--- src/rtl/pll_seq_pkg.sv ---
// pll_seq_pkg
//   Shared types and constants for pll_lock_sequencer:
//   - seq_state_e   : main sequencer states (3-bit encoding)
//   - phase_state_e : phase-step sub-states (used with PLL_PHASE_STEP_EN)
//   - PHASE_SETUP / PHASE_PULSE / PHASE_HOLD : phase-step segment lengths
//   - cnt_width()   : width of the shared sequencer counter
package pll_seq_pkg;

  typedef enum logic [2:0] {
    PLL_RST   = 3'd0,
    WAIT_LOCK = 3'd1,
    FILTER    = 3'd2,
    RELEASE   = 3'd3,
    RUN       = 3'd4
  } seq_state_e;

  typedef enum logic [2:0] {
    PH_IDLE  = 3'd0,
    PH_SETUP = 3'd1,
    PH_PULSE = 3'd2,
    PH_HOLD  = 3'd3,
    PH_ACK   = 3'd4
  } phase_state_e;

  localparam int PHASE_SETUP = 4;
  localparam int PHASE_PULSE = 4;
  localparam int PHASE_HOLD  = 4;
  localparam int PHASE_CNT_W = 3;

  // Counter width: enough bits for the largest interval the sequencer times,
  // plus one spare bit so the terminal value never sits on the top bit.
  function automatic int cnt_width(input int a, input int b, input int c,
                                   input int d, input int e);
    int m;
    m = a;
    m = (b > m) ? b : m;
    m = (c > m) ? c : m;
    m = (d > m) ? d : m;
    m = (e > m) ? e : m;
    return $clog2(m) + 1;
  endfunction

endpackage

--- src/rtl/pll_lock_sequencer_sync_2ff.sv ---
// sync_2ff
//   Two-flop synchroniser for asynchronous level inputs.
//   Ports:
//     clk_i : destination clock
//     rst_i : asynchronous active-high reset, clears both stages to 0
//     d_i   : asynchronous input [WIDTH]
//     q_o   : synchronised output [WIDTH], two clk_i edges of latency
module sync_2ff
  import pll_seq_pkg::*;
#(
  parameter int WIDTH = 1
) (
  input  logic             clk_i,
  input  logic             rst_i,
  input  logic [WIDTH-1:0] d_i,
  output logic [WIDTH-1:0] q_o
);

  logic [WIDTH-1:0] meta_q;
  logic [WIDTH-1:0] sync_q;

  // Synchroniser chain: first stage may go metastable, second stage resolves.
  always_ff @(posedge clk_i or posedge rst_i) begin
    if (rst_i) begin
      meta_q <= {WIDTH{1'b0}};
      sync_q <= {WIDTH{1'b0}};
    end else begin
      meta_q <= d_i;
      sync_q <= meta_q;
    end
  end

  assign q_o = sync_q;

endmodule

--- src/rtl/pll_lock_sequencer.sv ---
// pll_lock_sequencer
//   PLL supervisor on the reference clock. Pulses the PLL RST, waits for a
//   filtered LOCK, then releases the downstream domain resets in order
//   (bit 0 first). A lock loss or forced relock re-asserts every domain
//   reset and restarts the sequence.
//   Optional build macro: PLL_PHASE_STEP_EN adds a phase-step engine that
//   drives the EHXPLLL dynamic phase ports while in RUN.
//   Ports:
//     clkin         : reference clock
//     rst           : asynchronous active-high reset
//     pll_locked    : PLL LOCK (asynchronous, synchronised internally)
//     force_relock  : 1-cycle request to restart the sequence
//     pll_rst       : PLL RST
//     domain_rst    : per-domain active-high resets [NUM_DOMAINS]
//     ready         : high only in RUN
//     relock_count  : saturating count of lock losses / forced relocks
//     timeout_count : saturating count of lock-wait timeouts
//   With PLL_PHASE_STEP_EN:
//     phase_req/phase_sel/phase_dir in, phase_ack out,
//     pll_phasesel/pll_phasedir/pll_phasestep/pll_phaseloadreg out
module pll_lock_sequencer
  import pll_seq_pkg::*;
#(
  parameter int NUM_DOMAINS  = 3,
  parameter int RST_PULSE    = 16,
  parameter int LOCK_FILTER  = 1024,
  parameter int RELEASE_GAP  = 256,
  parameter int LOCK_TIMEOUT = 1048576
) (
  input  logic                   clkin,
  input  logic                   rst,
  input  logic                   pll_locked,
  input  logic                   force_relock,
  output logic                   pll_rst,
  output logic [NUM_DOMAINS-1:0] domain_rst,
  output logic                   ready,
  output logic [7:0]             relock_count,
  output logic [7:0]             timeout_count
`ifdef PLL_PHASE_STEP_EN
  ,
  input  logic                   phase_req,
  input  logic [1:0]             phase_sel,
  input  logic                   phase_dir,
  output logic                   phase_ack,
  output logic [1:0]             pll_phasesel,
  output logic                   pll_phasedir,
  output logic                   pll_phasestep,
  output logic                   pll_phaseloadreg
`endif
);

  localparam int RELEASE_SPAN = (NUM_DOMAINS - 1) * RELEASE_GAP;
  localparam int CW = cnt_width(RST_PULSE, LOCK_FILTER, RELEASE_GAP,
                                LOCK_TIMEOUT, RELEASE_SPAN);

  localparam logic [CW-1:0] CNT_ZERO     = {CW{1'b0}};
  localparam logic [CW-1:0] CNT_ONE      = CW'(1);
  localparam logic [CW-1:0] RST_LAST     = CW'(RST_PULSE - 1);
  localparam logic [CW-1:0] FILTER_LAST  = CW'(LOCK_FILTER - 1);
  localparam logic [CW-1:0] TIMEOUT_LAST = CW'(LOCK_TIMEOUT - 1);
  localparam logic [CW-1:0] RELEASE_LAST = CW'(RELEASE_SPAN);

  logic                   lock_s;
  logic                   loss_s;
  logic                   relock_inc_s;
  logic                   timeout_inc_s;

  seq_state_e             state_q, state_d;
  logic [CW-1:0]          cnt_q, cnt_d;
  logic                   pll_rst_q, pll_rst_d;
  logic [NUM_DOMAINS-1:0] domain_rst_q, domain_rst_d;
  logic                   ready_q, ready_d;
  logic [7:0]             relock_count_q, relock_count_d;
  logic [7:0]             timeout_count_q, timeout_count_d;

  sync_2ff #(.WIDTH(1)) u_lock_sync (
    .clk_i (clkin),
    .rst_i (rst),
    .d_i   (pll_locked),
    .q_o   (lock_s)
  );

  // A loss event only matters once domains have started coming out of reset.
  assign loss_s = ((state_q == RELEASE) || (state_q == RUN)) &&
                  (!lock_s || force_relock);

  // Next-state and shared interval counter; the counter restarts on every
  // state entry so one counter serves all states without wrapping.
  always_comb begin
    state_d       = state_q;
    cnt_d         = cnt_q + CNT_ONE;
    relock_inc_s  = 1'b0;
    timeout_inc_s = 1'b0;
    case (state_q)
      PLL_RST: begin
        // force_relock is deliberately ignored while the PLL is held in reset
        if (cnt_q == RST_LAST) begin
          state_d = WAIT_LOCK;
          cnt_d   = CNT_ZERO;
        end else begin
          cnt_d   = cnt_q + CNT_ONE;
        end
      end
      WAIT_LOCK: begin
        if (force_relock) begin
          state_d = PLL_RST;
          cnt_d   = CNT_ZERO;
        end else if (lock_s) begin
          state_d = FILTER;
          cnt_d   = CNT_ZERO;
        end else if (cnt_q == TIMEOUT_LAST) begin
          state_d       = PLL_RST;
          cnt_d         = CNT_ZERO;
          timeout_inc_s = 1'b1;
        end else begin
          cnt_d   = cnt_q + CNT_ONE;
        end
      end
      FILTER: begin
        if (force_relock) begin
          state_d = PLL_RST;
          cnt_d   = CNT_ZERO;
        end else if (!lock_s) begin
          state_d = WAIT_LOCK;
          cnt_d   = CNT_ZERO;
        end else if (cnt_q == FILTER_LAST) begin
          state_d = RELEASE;
          cnt_d   = CNT_ZERO;
        end else begin
          cnt_d   = cnt_q + CNT_ONE;
        end
      end
      RELEASE: begin
        if (loss_s) begin
          state_d      = PLL_RST;
          cnt_d        = CNT_ZERO;
          relock_inc_s = 1'b1;
        end else if (cnt_q == RELEASE_LAST) begin
          state_d = RUN;
          cnt_d   = CNT_ZERO;
        end else begin
          cnt_d   = cnt_q + CNT_ONE;
        end
      end
      RUN: begin
        if (loss_s) begin
          state_d      = PLL_RST;
          cnt_d        = CNT_ZERO;
          relock_inc_s = 1'b1;
        end else begin
          cnt_d   = CNT_ZERO;
        end
      end
      default: begin
        state_d = PLL_RST;
        cnt_d   = CNT_ZERO;
      end
    endcase
  end

  // Registered outputs are decoded from the next state so each output
  // changes on the same edge as the state it belongs to.
  always_comb begin
    pll_rst_d       = (state_d == PLL_RST);
    ready_d         = (state_d == RUN);
    domain_rst_d    = {NUM_DOMAINS{1'b1}};
    domain_rst_d[0] = !((state_d == RELEASE) || (state_d == RUN));
    // Bit i drops once the release counter reaches i*RELEASE_GAP.
    for (int i = 1; i < NUM_DOMAINS; i++) begin
      domain_rst_d[i] = !((state_d == RUN) ||
                          ((state_d == RELEASE) && (cnt_d >= CW'(i * RELEASE_GAP))));
    end
    if (relock_inc_s && (relock_count_q != 8'hFF)) begin
      relock_count_d = relock_count_q + 8'd1;
    end else begin
      relock_count_d = relock_count_q;
    end
    if (timeout_inc_s && (timeout_count_q != 8'hFF)) begin
      timeout_count_d = timeout_count_q + 8'd1;
    end else begin
      timeout_count_d = timeout_count_q;
    end
  end

  // Sequencer state, counter and output registers.
  always_ff @(posedge clkin or posedge rst) begin
    if (rst) begin
      state_q         <= PLL_RST;
      cnt_q           <= CNT_ZERO;
      pll_rst_q       <= 1'b1;
      domain_rst_q    <= {NUM_DOMAINS{1'b1}};
      ready_q         <= 1'b0;
      relock_count_q  <= 8'd0;
      timeout_count_q <= 8'd0;
    end else begin
      state_q         <= state_d;
      cnt_q           <= cnt_d;
      pll_rst_q       <= pll_rst_d;
      domain_rst_q    <= domain_rst_d;
      ready_q         <= ready_d;
      relock_count_q  <= relock_count_d;
      timeout_count_q <= timeout_count_d;
    end
  end

  assign pll_rst       = pll_rst_q;
  assign domain_rst    = domain_rst_q;
  assign ready         = ready_q;
  assign relock_count  = relock_count_q;
  assign timeout_count = timeout_count_q;

`ifdef PLL_PHASE_STEP_EN
  localparam logic [PHASE_CNT_W-1:0] PH_ZERO     = {PHASE_CNT_W{1'b0}};
  localparam logic [PHASE_CNT_W-1:0] PH_ONE      = PHASE_CNT_W'(1);
  localparam logic [PHASE_CNT_W-1:0] SETUP_LAST  = PHASE_CNT_W'(PHASE_SETUP - 1);
  localparam logic [PHASE_CNT_W-1:0] PULSE_LAST  = PHASE_CNT_W'(PHASE_PULSE - 1);
  localparam logic [PHASE_CNT_W-1:0] HOLD_LAST   = PHASE_CNT_W'(PHASE_HOLD - 1);

  phase_state_e           ph_state_q, ph_state_d;
  logic [PHASE_CNT_W-1:0] ph_cnt_q, ph_cnt_d;
  logic [1:0]             ph_sel_q, ph_sel_d;
  logic                   ph_dir_q, ph_dir_d;
  logic                   ph_step_q, ph_step_d;
  logic                   ph_ack_q, ph_ack_d;

  // Phase-step engine: only runs in RUN; a loss event drops it straight back
  // to idle without an ack so the held request is replayed after relock.
  always_comb begin
    ph_state_d = ph_state_q;
    ph_cnt_d   = ph_cnt_q + PH_ONE;
    ph_sel_d   = ph_sel_q;
    ph_dir_d   = ph_dir_q;
    ph_step_d  = 1'b0;
    ph_ack_d   = 1'b0;
    if ((state_q != RUN) || loss_s) begin
      ph_state_d = PH_IDLE;
      ph_cnt_d   = PH_ZERO;
      ph_sel_d   = 2'b00;
      ph_dir_d   = 1'b0;
    end else begin
      case (ph_state_q)
        PH_IDLE: begin
          ph_cnt_d = PH_ZERO;
          if (phase_req) begin
            ph_state_d = PH_SETUP;
            ph_sel_d   = phase_sel;
            ph_dir_d   = phase_dir;
          end else begin
            ph_sel_d   = 2'b00;
            ph_dir_d   = 1'b0;
          end
        end
        PH_SETUP: begin
          if (ph_cnt_q == SETUP_LAST) begin
            ph_state_d = PH_PULSE;
            ph_cnt_d   = PH_ZERO;
            ph_step_d  = 1'b1;
          end else begin
            ph_cnt_d   = ph_cnt_q + PH_ONE;
          end
        end
        PH_PULSE: begin
          if (ph_cnt_q == PULSE_LAST) begin
            ph_state_d = PH_HOLD;
            ph_cnt_d   = PH_ZERO;
          end else begin
            ph_step_d  = 1'b1;
          end
        end
        PH_HOLD: begin
          if (ph_cnt_q == HOLD_LAST) begin
            ph_state_d = PH_ACK;
            ph_cnt_d   = PH_ZERO;
            ph_ack_d   = 1'b1;
          end else begin
            ph_cnt_d   = ph_cnt_q + PH_ONE;
          end
        end
        PH_ACK: begin
          ph_state_d = PH_IDLE;
          ph_cnt_d   = PH_ZERO;
          ph_sel_d   = 2'b00;
          ph_dir_d   = 1'b0;
        end
        default: begin
          ph_state_d = PH_IDLE;
          ph_cnt_d   = PH_ZERO;
          ph_sel_d   = 2'b00;
          ph_dir_d   = 1'b0;
        end
      endcase
    end
  end

  // Phase-step state and output registers.
  always_ff @(posedge clkin or posedge rst) begin
    if (rst) begin
      ph_state_q <= PH_IDLE;
      ph_cnt_q   <= PH_ZERO;
      ph_sel_q   <= 2'b00;
      ph_dir_q   <= 1'b0;
      ph_step_q  <= 1'b0;
      ph_ack_q   <= 1'b0;
    end else begin
      ph_state_q <= ph_state_d;
      ph_cnt_q   <= ph_cnt_d;
      ph_sel_q   <= ph_sel_d;
      ph_dir_q   <= ph_dir_d;
      ph_step_q  <= ph_step_d;
      ph_ack_q   <= ph_ack_d;
    end
  end

  assign phase_ack        = ph_ack_q;
  assign pll_phasesel     = ph_sel_q;
  assign pll_phasedir     = ph_dir_q;
  assign pll_phasestep    = ph_step_q;
  assign pll_phaseloadreg = 1'b0;
`endif

endmodule

--- config.mk ---
export PLATFORM = sky130hd
export DESIGN_NAME = pll_lock_sequencer
export DESIGN_NICKNAME = d
export VERILOG_FILES = /design/src/rtl/pll_seq_pkg.sv /design/src/rtl/pll_lock_sequencer_sync_2ff.sv /design/src/rtl/pll_lock_sequencer.sv
export SDC_FILE = /design/constraint.sdc
export NUM_CORES = 1
export LEC_CHECK = 0
export ABC_AREA = 1
export CAP_MARGIN = 30
export CELL_PAD_IN_SITES_DETAIL_PLACEMENT = 1
export CELL_PAD_IN_SITES_GLOBAL_PLACEMENT = 1
export CORE_ASPECT_RATIO = 0.6
export CORE_MARGIN = 2
export CORE_UTILIZATION = 43
export CTS_BUF_LIST = sky130_fd_sc_hd__clkbuf_4 sky130_fd_sc_hd__clkbuf_8 sky130_fd_sc_hd__clkbuf_16
export DETAILED_ROUTE_END_ITERATION = 7
export PLACE_DENSITY = 0.82
export SETUP_SLACK_MARGIN = 0.4
export SLEW_MARGIN = 10
export SYNTH_ARGS = -nofsm -noshare
export SYNTH_HDL_FRONTEND = slang
export SYNTH_SLANG_ARGS = --single-unit
export TNS_END_PERCENT = 10
--- constraint.sdc ---
create_clock -name clkin -period 2.36 [get_ports clkin]
set_clock_uncertainty 0.05 [all_clocks]
set_input_delay 0.354 -clock clkin [delete_from_list [all_inputs] [get_ports clkin]]
set_output_delay 0.354 -clock clkin [all_outputs]
set_load 0.03 [all_outputs]
==> flow_summary.ini, run 1 <==
[sta]
hold_viol = 0
tns_ns = 0
layout_min_cycle_time_ns = 2.100
rsz0062_at_grt = yes
fin_crit_sh = 0.8898
worst_pin_slew_ns = 0.4363
hold_slack_ns = 0.2725
setup_violations = 0
max-slew-margin-rel = 0.7072
fmax_mhz = 476.2
drv_slew = 0

[synth]
avgSynthCellArea_sq_um = 7.928
synthFlopType = dfrtp_1
synth_mux_area_frac = 0.008455
async_flop_share = 1.000
synth-compound-area-share = 0.04556
synth_nets = 344
synthSimpleGateAreaFrac = 0.3457
netlist_instances = 336
ys_types = 31
synth_seq_cells = 47
synth_top_family_by_area = simple AND/OR/NAND/NOR gates
synth-warning-count = 0
ys_seq_area_frac = 0.4434
synthXorXnorAreaFrac = 0.07233
syn_area_sq_um = 2664
synth_fa_ha_area_frac = 0.01879
synth_edf_count = 0

[route]
wl_per_cell_um = 20.36
ant_nets = 0
vias = 2607
drc = 0
initialDrtViolationCount = 155
drt-pass1-iter-count = 4
post_drt_via_cell_ratio = 5.465
routed_wl_um = 9712

[setup_path]
r2r_start = cnt_q[12]
critPathKind = flop to flop
crit_chain = nand2_1, nor2_1, inv_1, nor2_1, nand3_1, a21oi_1, o21ai_2, nand2_1, nor2_2, nand3_1, nand2_2
worst_setup_path_end_kind = flop
critPathMaxFanout = 5
worstSetupStartpoint = cnt_q[12]
cp-start-kind = flop
cp_slowest_stage_delay_ns = 0.46
r2r-end = domain_rst[1]
slowest_stage = dfrtp_2
required_ns = 2.58
ff2ff_path_depth = 11
worstPathArrival_ns = 2.32
r2r_slack_ns = 0.26

[placed_design]
portBuffers = 24
gp_congestion = 0.8888
dpl.hpwl_um = 5961
placed_area_sq_um = 3034

[global_route]
grt_pass1_wl_um = 13560
grt_usage = 0.2641
antenna_found_initial = 0
grt_max_degree = 31
grt_overflow_total = 0
grt_pass1_vias = 2518

[cts]
cts_tree = done
path_clk_slew_ns = 0.10
clk-insertion-delay-late_ns = 0.33
cts.sinks = 47
clk_path_buf_depth = 2
root_buffer = clkbuf_8
cts-buffers-inserted = 5
htreeDepth = 2
cts_hold_buf = 0

[pwr]
p_leak_uw = 0.001572
peakVddDrop_mv = 0.3398
p_per_area_nw_per_um2 = 407.1

[die]
io_pins = 25
die_h_um = 64.97
die_area_sq_um = 6861
std_cell_rows = 22
core_sq_um = 6056
die_x_um = 105.6
start_util = 0.4399

[final_layout]
syn_to_final_growth_pct = 36.12
nNetsFinal = 400
layout_common_cells = nand2_1 (51), nor2_1 (51), inv_1 (34), dfrtp_1 (29), clkdlybuf4s50_1 (24)
drive_gt1_frac = 0.3486
final_area_sq_um = 3626
final_util = 0.5988
diodes = 0

[worst_hold_path]
hold_path.class = input port to async pin

[flow_run]
maxCapViolCount = 0

[outcome]
status = finished clean
==> cells by family after synthesis <==
group	Yosys count
AND/OR/NAND/NOR	195
AO/OA/AOI/OAI	20
multiplexers	2
flip-flops	47
adder cells (fa/ha/maj)	4
XOR/XNOR	22
buffers and inverters	46
==> per-stage QoR <==
step | worst slack (ns) | power (uW) | instances
global route | 0.1582 | 1527 | 477
global placement | 0.2943 | 852.9 | 445
floorplan | 0.6067 | 837.7 | 336
finish | 0.2601 | 1476 | 477
detailed placement | 0.1451 | 854.0 | 445
CTS | 0.3438 | 1480 | 466
==> state kept, by name, summed over array words and instances (netlist names) <==
name,cells
cnt_q,21
domain_rst,3
pll_rst,1
ready,1
relock_count,8
state_q,3
timeout_count,8
u_lock_sync.meta_q,1
u_lock_sync.q_o,1
==> layer usage <==
| metal | up-vias | part of all wire | GRT usage |
|---|---|---|---|
| li1 | 1170 | - | - |
| met1 | 1323 | 0.44 | 0.3787 |
| met2 | 94 | 0.47 | 0.3976 |
| met3 | 18 | 0.068 | 0.05835 |
| met4 | 2 | 0.019 | 0.07072 |
| met5 | - | 0.0059 | 0.07143 |
==> worst max-delay path, delay by kind of cell, from the launching register on <==
| family | cells | cell delay, ns |
|---|---|---|
| DFF | 1 | 0.46 |
| and+or+nand+nor | 8 | 1.05 |
| AOI/OAI and AO/OA | 2 | 0.38 |
| buffers and inverters | 1 | 0.11 |
==> worst max-delay path by stage <==
| stage | end | slack, ns |
|---|---|---|
| 6_report | domain_rst[1] | 0.26 |
| 5_1_grt | domain_rst[1] | 0.16 |
| 4_1_cts | domain_rst[1] | 0.34 |
| 3_5_place_dp | domain_rst[2] | 0.15 |
| 3_3_place_gp | timeout_count[7] | 0.29 |
| 2_1_floorplan | timeout_count[7] | 0.61 |
==> timing repair <==
item	4_1_cts	5_1_grt
buffers inserted	12	11
endpoints found under the hold margin	0	0
endpoints found under the setup margin	18	34
resized for setup	30	63
gates cloned	1	0
pin swaps	14	25
==> final cells by class <==
class,instances,area [sq um]
fill,731,2430
multi-input combinational,244,1569
sequential,47,1199
timing repair buffer,50,455.4
inverter,44,182.7
tap,84,105.1
clock buffer,5,68.82
clock inverter,3,46.29
==> Yosys cell counts (all sizes together) (2+ instances only) <==
cell   count  share of area
nor2      74           0.12
nand2     71           0.11
dfrtp     43           0.40
inv       43          0.061
nand3     28          0.064
xor2      16          0.053
nor3      12          0.031
o21ai     12          0.027
nand4      8          0.019
a21oi      7          0.016
xnor2      6          0.020
dfstp      4          0.039
ha         4          0.019
buf        2         0.0038
mux2       2         0.0085
==> report_power, final <==
group / leakage, uW / internal (uW) / switching, uW
clock network: 0.0000548 / 320 / 319
logic: 0.000948 / 8.72 / 20.7
registers: 0.000569 / 807 / 1.73
total: 0.00157 / 1130 / 341
(Power assumes the default switching activity.)
==> inputs of run 2 (changes only) <==
Settings changed: CORE_MARGIN 2 to default.
==> run 2 against run 1 <==
Clock-buffer cell count up 1. Power shrank 6.3%. Critical path depth up 3. Largest power group unchanged. Highest routed layer is now met4.
==> flow_summary.ini, run 2 (synthesis results as in run 1) <==
[setup_path]
r2r_slack_ns = 0.38
worst_setup_path_end_kind = flop
worstSetupStartpoint = cnt_q[0]
cp_top_family = simple AND/OR/NAND/NOR gates
worstPathArrival_ns = 2.19
cp_slowest_stage_delay_ns = 0.46
r2r-end = domain_rst[1]
cp_num_buf_inv = 2
r2r_start = cnt_q[0]
critPathMaxFanout = 5
slowest_stage = dfrtp_2
crit_chain = inv_2, ha_2, nand3_2, nor2_2, nand3_2, nand2_2, nand2_4, clkinv_4, nand2_4, o21ai_1, nand2_1, nor2_1, nand3_1, nand2_2
required_ns = 2.57
critPathKind = flop to flop
cp-start-kind = flop
ff2ff_path_depth = 14

[sta]
rsz0062_at_grt = yes
drv_slew = 0
worst_pin_slew_ns = 0.4888
max-slew-margin-rel = 0.6737
tns_ns = 0
hold_viol = 0
fmax_mhz = 505.3
setup_violations = 0
fin_crit_sh = 0.8385
layout_min_cycle_time_ns = 1.979

[final_layout]
final_area_sq_um = 3452
diodes = 0
syn_to_final_growth_pct = 29.59
nNetsFinal = 392
layout_common_cells = nand2_1 (54), nor2_1 (51), inv_1 (34), dfrtp_1 (30), clkdlybuf4s50_1 (24)
multi_input_area_sq_um = 1493
final_cells = 465
layout_commonest_cell = nand2_1
largest_register_ffs = 21
top_register = cnt_q
fill_cells = 704
ff_latch_area_sq_um = 1197
drive_gt1_frac = 0.3065

[placed_design]
dpl.hpwl_um = 5952
portBuffers = 24
placed_area_sq_um = 3037
dp_cells = 442
gp_congestion = 0.8627

[route]
routed_wl_um = 9034
post_drt_via_cell_ratio = 5.531
drt-pass1-iter-count = 6
initialDrtViolationCount = 137
ant_nets = 0
drc = 0
wl_per_cell_um = 19.43
vias = 2572

[cts]
cts_tree = done
clk_path_buf_depth = 2
clk-insertion-delay-late_ns = 0.32
cts_hold_buf = 0
path_clk_slew_ns = 0.09
cts.sinks = 47
root_buffer = clkbuf_8
cts-buffers-inserted = 5
htreeDepth = 2

[die]
start_util = 0.4608
die_x_um = 103.6
std_cell_rows = 21
io_pins = 25
core_sq_um = 5781
die_area_sq_um = 6524
die_h_um = 62.97

[outcome]
status = finished clean

[flow_run]
maxCapViolCount = 0

[pwr]
p_per_area_nw_per_um2 = 400.6
peakVddDrop_mv = 0.2520
p_leak_uw = 0.001505

[global_route]
grt_usage = 0.2709
antenna_found_initial = 0
grt_pass1_wl_um = 13520
grt_pass1_vias = 2585
grt_overflow_total = 0
grt_max_degree = 28

[worst_hold_path]
hold_path.class = input port to async pin
-- run 2: per-layer routing --
layer	GRT usage	share of wire	vias to the layer above
met5	0	0	-
met4	0.07790	0.031	0
met3	0.05735	0.083	33
met2	0.4094	0.43	108
met1	0.3895	0.45	1273
li1	-	-	1158
-- run 2: worst max-delay path by stage --
stage	end	slack (ns)	cells after the start
2_1_floorplan	timeout_count[7]	0.61	9
3_3_place_gp	domain_rst[1]	0.31	13
3_5_place_dp	domain_rst[2]	0.23	13
4_1_cts	pll_rst	0.40	12
5_1_grt	domain_rst[1]	0.22	15
6_report	domain_rst[1]	0.38	14
-- run 2: through the flow --
stage          power (uW)  hold WS [ns]  setup slack [ns]  utilization
5_1_grt              1437        0.3415            0.2237       0.5972
2_1_floorplan       837.7        0.2812            0.6067            -
3_3_place_gp        852.9        0.2890            0.3098       0.5253
4_1_cts              1390        0.3198            0.3961       0.5632
3_5_place_dp        854.4        0.2990            0.2335       0.5253
6_report             1383        0.3276            0.3811       0.5972
-- run 2: area by class of cell --
cell class                 count  share of cell area
multi-input combinational    244              0.4324
sequential                    47              0.3469
timing repair buffer          42              0.1124
inverter                      44             0.05074
tap                           80             0.02900
clock buffer                   6             0.02392
clock inverter                 2            0.004712
-- run 2: what timing repair did --
action	CTS	global route
gates cloned	1	0
endpoints found under the setup margin	7	25
buffers inserted	7	7
pin swaps	11	16
resized for setup	22	49
-- run 2: worst reg2reg max path: cells and delay by family, from the launching register on --
| family | cells | cell delay [ns] |
|---|---|---|
| compound gates | 1 | 0.09 |
| simple gates | 10 | 0.97 |
| fa+ha+maj | 1 | 0.17 |
| buf+inv | 2 | 0.17 |
| flops | 1 | 0.46 |
-- run 2: power by group --
group | total, uW | internal, uW | switching [uW]
Combinational | 29.2 | 8.70 | 20.5
Sequential | 808 | 807 | 1.75
Clock | 545 | 240 | 305
Total | 1380 | 1060 | 328
==> inputs of run 3 (changes only) <==
Clock period 2.36 ns to 2 ns, I/O delays scaled along.
==> run 3 against run 2 <==
Routed wire length rose by 44%. Hold slack got worse by 0.15 ns. Clock-buffer cell count fell by 1. Design area rose by 15%. Fmax fell by 14%. Final cell count rose by 4.9%. Critical path type unchanged. Combinational power rose by 23%. Critical path depth fell by 2. The run now ends with setup timing left. First-iteration DRC count rose by 71%.
==> flow_summary.ini, run 3 (synthesis results as in run 1) <==
[route]
wl_per_cell_um = 26.59
drt-pass1-iter-count = 5
post_drt_via_cell_ratio = 6.029
vias = 2942
drc = 0
initialDrtViolationCount = 234
ant_nets = 0
routed_wl_um = 12980

[die]
io_pins = 25
std_cell_rows = 21
die_area_sq_um = 6524
start_util = 0.4608
die_x_um = 103.6
core_sq_um = 5781
die_h_um = 62.97

[final_layout]
final_util = 0.6857
drive_gt1_frac = 0.4485
nNetsFinal = 415
layout_common_cells = nor2_1 (42), nand2_1 (40), buf_4 (35), inv_1 (32), dfrtp_1 (24)
largest_register_ffs = 21
layout_commonest_cell = nor2_1
syn_to_final_growth_pct = 48.80
top_register = cnt_q
diodes = 0

[worst_hold_path]
hold_path.class = input port to async pin

[sta]
rsz0062_at_grt = yes
hold_viol = 0
tns_ns = -2.598
layout_min_cycle_time_ns = 2.304
worst_pin_slew_ns = 0.3803
setup_violations = 26
fmax_mhz = 434.0
finalWorstSetupSlack_ns = -0.3040
fin_crit_sh = 1.152
max-slew-margin-rel = 0.7457
drv_slew = 0

[setup_path]
cp_top_family = simple AND/OR/NAND/NOR gates
crit_cells = 12
cp_num_buf_inv = 2
worstPathArrival_ns = 2.53
critPathKind = flop to flop
critPathMaxFanout = 3
required_ns = 2.22
slowest_stage = dfrtp_1
cp-start-kind = flop
crit_chain = nor2_2, inv_1, nor2_2, nand3_2, nand2_2, nand2_4, buf_4, nor2_4, a21oi_2, nor2_1, nand3_1, nand2_1
worst_setup_path_end_kind = flop
ff2ff_path_depth = 12
cp_slowest_stage_delay_ns = 0.46
cp_common_cell = nor2_2

[flow_run]
maxCapViolCount = 0

[outcome]
status = finished, violations left
violations = setup timing

[cts]
clk-insertion-delay-late_ns = 0.33
cts_tree = done
root_buffer = clkbuf_8
path_clk_slew_ns = 0.10
htreeDepth = 2
cts-buffers-inserted = 5
cts.sinks = 47
clk_path_buf_depth = 2

[global_route]
grt_pass1_wl_um = 15120
grt_pass1_vias = 2769
grt_overflow_total = 0
antenna_found_initial = 0
grt_usage = 0.3085
grt_max_degree = 35

[placed_design]
portBuffers = 24
dpl.hpwl_um = 5828
gp_congestion = 0.9345

[pwr]
peakVddDrop_mv = 0.5629
p_leak_uw = 0.001980
p_per_area_nw_per_um2 = 444.6
[run 3: what timing repair did]
item                                    4_1_cts  5_1_grt
gates resized for setup                      45      120
hold buffers                                  0        0
pin swaps                                    19       26
setup buffers                                16       17
endpoints found under the setup margin       63       66
gates cloned                                  1        0
[run 3: final cells by class]
type                       count  area [sq um]
clock buffer                   5         68.82
clock inverter                 3         43.79
fill                         666          1817
inverter                      44         182.7
multi-input combinational    244          1730
sequential                    47          1205
tap                           80         100.1
timing repair buffer          65         633.1
[run 3: worst paths after layout]
path	start	to	slack (ns)
max in group asynchronous	rst	pll_rst	1.16
setup reg to reg	cnt_q[20]	domain_rst[1]	-0.30
setup / recovery	cnt_q[20]	domain_rst[1]	-0.30
hold / removal	rst	timeout_count[5]	0.18
min in group clkin	u_lock_sync.meta_q	u_lock_sync.q_o	0.34
hold reg to reg	u_lock_sync.meta_q	u_lock_sync.q_o	0.34
[run 3: layer usage]
metal | up-vias | track usage | part of all wire
met5 | - | 0 | 0
met3 | 73 | 0.07091 | 0.092
met2 | 211 | 0.4933 | 0.46
met4 | 0 | 0.1014 | 0.055
li1 | 1200 | - | -
met1 | 1458 | 0.4147 | 0.39
[run 3: power by group]
group | leakage (uW) | internal [uW] | switching [uW]
logic | 0.00136 | 10.4 | 25.6
clock network | 0.0000581 | 374 | 397
registers | 0.000562 | 952 | 3.26
total | 0.00198 | 1340 | 426
[run 3: per-stage QoR]
step / total power, uW / instance area (sq um) / hold slack (ns) / setup WS [ns] / std cells
4_1_cts: 1738 / 3465 / 0.1972 / 0.06354 / 471
2_1_floorplan: 988.5 / 2673 / 0.2812 / 0.2747 / 336
6_report: 1762 / 3964 / 0.1810 / -0.3040 / 488
3_5_place_dp: 1007 / 3069 / 0.2864 / -0.06677 / 446
5_1_grt: 1788 / 3964 / 0.2173 / -0.3839 / 488
3_3_place_gp: 1007 / 3069 / 0.2911 / 0.008271 / 446
